### config.mk
export PLATFORM = sky130hd
export DESIGN_NAME = mp_add_seq_flat
export DESIGN_NICKNAME = d
export VERILOG_FILES = /design/src/rtl/mp_add_seq_pkg.sv /design/src/rtl/mp_add_seq_if.sv /design/src/rtl/mp_add_seq_rca8bit.sv /design/src/rtl/mp_add_seq.sv /design/src/flat_wrapper.sv
export SDC_FILE = /design/constraint.sdc
export NUM_CORES = 1
export LEC_CHECK = 0
export BUFFER_PORTS_ARGS = -buffer_cell sky130_fd_sc_hd__buf_2
export CORE_ASPECT_RATIO = 1.5
export CORE_UTILIZATION = 55
export CTS_CLUSTER_SIZE = 25
export DETAILED_ROUTE_END_ITERATION = 16
export MAX_ROUTING_LAYER = met4
export PLACE_DENSITY_LB_ADDON = 0.08
export SLEW_MARGIN = 10
export SYNTH_ARGS = -nofsm -noshare
export SYNTH_HDL_FRONTEND = slang
export SYNTH_SLANG_ARGS = --single-unit
### constraint.sdc
create_clock -name clk -period 7.6 [get_ports clk]
set_input_delay 0.76 -clock clk [delete_from_list [all_inputs] [get_ports clk]]
set_output_delay 0.76 -clock clk [all_outputs]
set_load 0.02 [all_outputs]
### src/rtl/mp_add_seq_pkg.sv
// Shared definitions for the multi-precision adder sequencer: byte width,
// FSM state encoding and an index-width helper.
package mp_add_pkg;

  localparam int BYTE_W = 8;

  typedef logic [1:0] state_t;

  localparam state_t ST_IDLE = 2'd0;
  localparam state_t ST_RUN  = 2'd1;
  localparam state_t ST_DONE = 2'd2;

  // Byte index width; a single-byte operand still gets a 1-bit index.
  function automatic int idx_w(input int nbytes);
    return (nbytes > 1) ? $clog2(nbytes) : 1;
  endfunction

endpackage

### src/rtl/mp_add_seq_if.sv
// Request/result bundle for mp_add_seq: start handshake with operands,
// done handshake with Sum/Cout, plus the busy status.
interface mp_add_seq_if #(
  parameter int NBYTES = 4
);
  localparam int W = 8 * NBYTES;

  logic         start_valid;
  logic         start_ready;
  logic [W-1:0] A;
  logic [W-1:0] B;
  logic         Cin;
  logic         Sub;
  logic         done_valid;
  logic         done_ready;
  logic [W-1:0] Sum;
  logic         Cout;
  logic         busy;

  modport master (
    output start_valid, A, B, Cin, Sub, done_ready,
    input  start_ready, done_valid, Sum, Cout, busy
  );

  modport slave (
    input  start_valid, A, B, Cin, Sub, done_ready,
    output start_ready, done_valid, Sum, Cout, busy
  );

endinterface

### src/rtl/mp_add_seq_rca8bit.sv
// RCA8bit: purely combinational 8-bit ripple-carry adder, the shared
// byte datapath of the sequencer.
module RCA8bit (
  output logic [7:0] Sum,
  output logic       Cout,
  input  logic [7:0] A,
  input  logic [7:0] B,
  input  logic       Cin
);

  logic [8:0] c;

  always_comb begin
    c    = '0;
    Sum  = '0;
    c[0] = Cin;
    for (int unsigned i = 0; i < 8; i++) begin
      Sum[i]  = A[i] ^ B[i] ^ c[i];
      c[i+1]  = (A[i] & B[i]) | (c[i] & (A[i] ^ B[i]));
    end
    Cout = c[8];
  end

endmodule

### src/rtl/mp_add_seq.sv
// mp_add_seq: adds two NBYTES-wide operands one byte per clock, LSB first,
// through one RCA8bit. Define MP_ADD_SEQ_SUB_EN to honour the Sub request.
module mp_add_seq
  import mp_add_pkg::*;
#(
  parameter int NBYTES = 4
) (
  input logic          clk,
  input logic          rst,
  mp_add_seq_if.slave  bus
);

  localparam int                W    = BYTE_W * NBYTES;
  localparam int                IW   = idx_w(NBYTES);
  localparam logic [IW-1:0]     LAST = IW'(NBYTES - 1);

  state_t          state;
  logic [IW-1:0]   idx;
  logic            carry;
  logic [W-1:0]    a_q;
  logic [W-1:0]    b_q;
  logic            sub_q;
  logic [W-1:0]    sum_q;
  logic            cout_q;

  logic [BYTE_W-1:0] a_byte;
  logic [BYTE_W-1:0] b_byte;
  logic [BYTE_W-1:0] rca_sum;
  logic              rca_cout;
  logic              sub_in;

`ifdef MP_ADD_SEQ_SUB_EN
  assign sub_in = bus.Sub;
`else
  logic unused_sub;
  assign unused_sub = bus.Sub;
  assign sub_in     = 1'b0;
`endif

  // Subtraction is A + ~B + 1: invert B bytewise, force the initial carry.
  always_comb begin
    a_byte = a_q[BYTE_W*idx +: BYTE_W];
    b_byte = b_q[BYTE_W*idx +: BYTE_W] ^ {BYTE_W{sub_q}};
  end

  RCA8bit u_rca (
    .Sum  (rca_sum),
    .Cout (rca_cout),
    .A    (a_byte),
    .B    (b_byte),
    .Cin  (carry)
  );

  always_ff @(posedge clk or posedge rst) begin
    if (rst) begin
      state  <= ST_IDLE;
      idx    <= '0;
      carry  <= 1'b0;
      a_q    <= '0;
      b_q    <= '0;
      sub_q  <= 1'b0;
      sum_q  <= '0;
      cout_q <= 1'b0;
    end else begin
      case (state)
        ST_IDLE: begin
          if (bus.start_valid) begin
            a_q   <= bus.A;
            b_q   <= bus.B;
            sub_q <= sub_in;
            carry <= sub_in ? 1'b1 : bus.Cin;
            idx   <= '0;
            state <= ST_RUN;
          end
        end
        ST_RUN: begin
          sum_q[BYTE_W*idx +: BYTE_W] <= rca_sum;
          carry                       <= rca_cout;
          // idx stays at the last byte rather than wrapping past NBYTES-1.
          if (idx == LAST) begin
            cout_q <= rca_cout;
            state  <= ST_DONE;
          end else begin
            idx <= idx + 1'b1;
          end
        end
        ST_DONE: begin
          if (bus.done_ready) state <= ST_IDLE;
        end
        default: state <= ST_IDLE;
      endcase
    end
  end

  assign bus.start_ready = (state == ST_IDLE) && !rst;
  assign bus.done_valid  = (state == ST_DONE);
  assign bus.busy        = (state != ST_IDLE);
  assign bus.Sum         = sum_q;
  assign bus.Cout        = cout_q;

endmodule

### src/flat_wrapper.sv
// flat-port wrapper written by rule: the top's interface ports become plain ports
module mp_add_seq_flat import mp_add_pkg::*;
#(
  parameter int NBYTES = 4
)
  (clk, rst, bus_start_valid, bus_A, bus_B, bus_Cin, bus_Sub, bus_done_ready, bus_start_ready, bus_done_valid, bus_Sum, bus_Cout, bus_busy);
  mp_add_seq_if #(.NBYTES(NBYTES)) bus_i ();
  input logic clk;
  input logic rst;
  input wire logic [$bits(bus_i.start_valid)-1:0] bus_start_valid;
  input wire logic [$bits(bus_i.A)-1:0] bus_A;
  input wire logic [$bits(bus_i.B)-1:0] bus_B;
  input wire logic [$bits(bus_i.Cin)-1:0] bus_Cin;
  input wire logic [$bits(bus_i.Sub)-1:0] bus_Sub;
  input wire logic [$bits(bus_i.done_ready)-1:0] bus_done_ready;
  output wire logic [$bits(bus_i.start_ready)-1:0] bus_start_ready;
  output wire logic [$bits(bus_i.done_valid)-1:0] bus_done_valid;
  output wire logic [$bits(bus_i.Sum)-1:0] bus_Sum;
  output wire logic [$bits(bus_i.Cout)-1:0] bus_Cout;
  output wire logic [$bits(bus_i.busy)-1:0] bus_busy;
  assign bus_i.start_valid = bus_start_valid;
  assign bus_i.A = bus_A;
  assign bus_i.B = bus_B;
  assign bus_i.Cin = bus_Cin;
  assign bus_i.Sub = bus_Sub;
  assign bus_i.done_ready = bus_done_ready;
  assign bus_start_ready = bus_i.start_ready;
  assign bus_done_valid = bus_i.done_valid;
  assign bus_Sum = bus_i.Sum;
  assign bus_Cout = bus_i.Cout;
  assign bus_busy = bus_i.busy;
  mp_add_seq #(.NBYTES(NBYTES)) u_core (.clk(clk), .rst(rst), .bus(bus_i));
endmodule
==> impl_metrics.py <==
metrics = {
    "floorplanning": {
        "start_util": 0.573,
        "rows": 42,
        "core_area_sq_um": 8880,
        "die_area_sq_um": 9640,
        "die_w_um": 80.5,
        "io_pins": 106,
        "dieHeight_um": 120,
    },
    "power_and_ir_drop": {
        "internal_power_uw": 1900,
        "max-vdd-ir-drop_v": 0.000337,
        "power_frac_clock": 0.164,
        "p_leak_uw": 0.00286,
        "power.switching_uw": 1210,
        "finalPower_uw": 3110,
        "power_per_cell_area_nw_per_um2": 527,
        "seqPwrFrac": 0.305,
        "combPwrFrac": 0.531,
        "switching_share": 0.389,
    },
    "cells_and_area": {
        "fin_cells": 545,
        "diodes": 0,
        "area_delta_synth_final_pct": 15.9,
        "nFillCells": 663,
        "fin_nets": 514,
        "fin_area_sq_um": 5900,
        "drive_gt1_frac": 0.485,
    },
    "setup_path": {
        "crit_chain": "mux4_2 > inv_1 > fa_1 > fa_1 > fa_1 > fa_1 > fa_1 > fa_1 > inv_1 > fa_1 > fa_1 > and2_1 > a32o_1",
        "crit_fanout": 13,
        "critPathTopFamily": "adder cells",
        "crit_arrival_ns": 5.11,
        "cp_slowest_stage_delay_ns": 0.77,
        "path_buf_inv": 2,
        "crit_path_end_kind": "flip-flop",
        "critical_path_class": "reg -> reg",
        "cp.required_ns": 7.83,
        "r2r-end": "u_core.bus.Sum[7]$_DFFE_PP0P_",
        "cpMostUsedCell": "fa_1",
        "crit_slowest_cell": "dfrtp_1",
        "reg2reg_from": "u_core.idx[0]$_DFFE_PP0P_",
        "worstRegToRegCells": 13,
        "cp-start-kind": "flip-flop",
        "rrSetupSlack_ns": 2.72,
    },
    "sta": {
        "relSlewSlack": 0.193,
        "timing.final.setup_violations": 0,
        "finalClockSkew_ns": 0.00817,
        "final_max_slew_viol_count": 0,
        "worst-slew-pin-transition_ns": 1.19,
        "finalWorstSetupSlack_ns": 2.72,
        "grt_setup_unrepaired": "no",
        "setup_tns_ns": 0,
        "finalCriticalPeriod_ns": 4.88,
        "post-route-period-util": 0.642,
        "hold_viol_final": 0,
        "fmax_mhz": 205,
    },
    "synthesis": {
        "synth_xor_area_frac": 0,
        "synth_top_family_by_area": "multiplexers",
        "synth_compound_area_frac": 0.0674,
        "synthAdderAreaFrac": 0.0462,
        "yosysMostFrequentCell": "dfrtp_1",
        "syn_inst": 334,
        "synth_common_cells": "102 x dfrtp_1, 60 x mux2_4, 36 x inv_1",
        "yosys_warnings": 0,
        "synth_top_area_frac": 0.502,
        "synth_area_per_cell_sq_um": 15.2,
        "synth-seq-cells": 102,
        "yosys.area_share.simple": 0.0551,
        "synthMuxAreaShare": 0.259,
        "synthTopCellsByArea": "dfrtp_1 50%, mux2_4 18%, mux4_2 7.1%, fa_1 3.1%, o32ai_1 2.8%",
        "synth_edf_count": 0,
        "synth.largest_area_cell": "dfrtp_1",
        "async_reset_ff_frac": 1.00,
        "synth-main-ff-cell": "dfrtp_1",
        "syn_area_sq_um": 5090,
        "ys_seq_area_frac": 0.502,
        "yosysUniqueCellTypes": 36,
        "synth_nets": 418,
    },
    "routing": {
        "wl_um": 10200,
        "firstDrtPassIters": 6,
        "vias": 3076,
        "wl_per_cell_um": 18.8,
        "drc_errors": 0,
        "via_per_inst": 5.64,
        "ant_nets": 0,
        "drt-initial-drc-count": 184,
    },
    "placed_design": {
        "place_ws_ns": 2.69,
        "place_congestion": 0.797,
        "hpwl_um": 7180,
        "place_area_sq_um": 5560,
        "io_buffers": 104,
        "dp_cells": 529,
    },
    "grt": {
        "track_usage": 0.243,
        "grt_pass1_vias": 3176,
        "overflow": 0,
        "grt_antenna_before_repair": 0,
        "grt_pass1_wl_um": 16700,
        "grt_max_degree": 65,
    },
    "cts": {
        "cts_root_buf": "clkbuf_16",
        "htreeDepth": 3,
        "clk_pin_slew_ns": 0.07,
        "cts_tree": "built",
        "hold_buffers": 0,
        "ctsResizeCount": 0,
        "postCtsSetupBuffers": 0,
        "insertion_delay_ns": 0.34,
        "clk_path_buf_depth": 2,
        "cts-buffers-inserted": 9,
        "clock_sinks": 102,
    },
    "min_path": {
        "hold_path.class": "in -> async",
    },
    "run_status": {
        "outcome": "complete, no violations",
    },
    "job": {
        "max-cap-violations": 0,
    },
}
-- flip-flops by register name (all words and copies together), names as in the netlist --
signal,cells
u_core.bus.Cout,1
u_core.bus.Sum,32
u_core.a_q,32
u_core.carry,1
u_core.state,2
u_core.idx,2
u_core.b_q,32
-- area by class of cell --
type                            count  area [sq um]  area share
Clock inverter                      3          65.1      0.0110
Timing Repair Buffer              108           551      0.0934
Tap cell                          110           138      0.0233
Multi-Input combinational cell    173          2180       0.370
Inverter                           36           138      0.0233
Clock buffer                       13           270      0.0458
Sequential cell                   102          2550       0.433
-- layout by cell type, fill, tap and decap left out, types with 2 or more instances in the layout --
cell type	n
fa_1	8
inv_1	35
nand2b_1	6
dfrtp_1	102
nand2_1	2
mux2_2	5
nor3b_4	2
o32ai_1	16
nand3b_1	3
buf_2	104
or2_2	2
a32o_1	11
bufinv_16	2
clkbuf_16	9
and2_1	2
nor2_1	4
nand3_1	2
buf_4	4
a22o_1	5
o221ai_1	2
and3b_1	4
mux2_4	60
clkbuf_8	3
mux4_2	16
nor3b_1	3
nor2b_1	7
ha_1	6
-- how the worst max path moves through the flow --
stage,start,end,slack (ns),depth (start not counted)
final,u_core.idx[0]$_DFFE_PP0P_,u_core.bus.Sum[7]$_DFFE_PP0P_,2.72,13
after global routing,u_core.idx[0]$_DFFE_PP0P_,u_core.bus.Sum[7]$_DFFE_PP0P_,2.56,13
after CTS,u_core.idx[0]$_DFFE_PP0P_,u_core.bus.Sum[7]$_DFFE_PP0P_,2.68,13
after detailed placement,u_core.idx[0]$_DFFE_PP0P_,u_core.bus.Sum[7]$_DFFE_PP0P_,2.69,13
after global placement,u_core.idx[0]$_DFFE_PP0P_,u_core.bus.Sum[7]$_DFFE_PP0P_,2.79,13
after floorplan,u_core.idx[0]$_DFFE_PP0P_,u_core.bus.Sum[7]$_DFFE_PP0P_,3.13,14
-- layer usage --
metal	global-route usage	wire (um)
met1	0.305	4200
met2	0.392	5370
met3	0.0395	418
met4	0.0960	236
met5	-	0
-- cell families (layout without fill, tap and decap cells) --
logic type / Yosys count / in the layout
and+or+nand+nor: 40 / 40
muxes: 81 / 81
DFF: 102 / 102
buffers and inverters: 59 / 160
adders and majority gates: 14 / 14
AOI/OAI and AO/OA: 38 / 38
-- per-stage QoR --
step	hold slack, ns	utilization
after CTS	0.464	0.664
after global routing	0.487	0.664
after global placement	0.471	0.626
final	0.450	0.664
after floorplan	0.475	-
after detailed placement	0.475	0.626
-- power groups by stage --
stage	Clock [uW]	Combinational (uW)	Sequential (uW)
2_1_floorplan	0	1210	944
3_3_place_gp	0	1630	942
3_5_place_dp	0	1660	953
4_1_cts	518	1670	947
5_1_grt	543	1800	978
6_report	508	1650	949
Note: power is estimated with default switching activity, not from simulation.
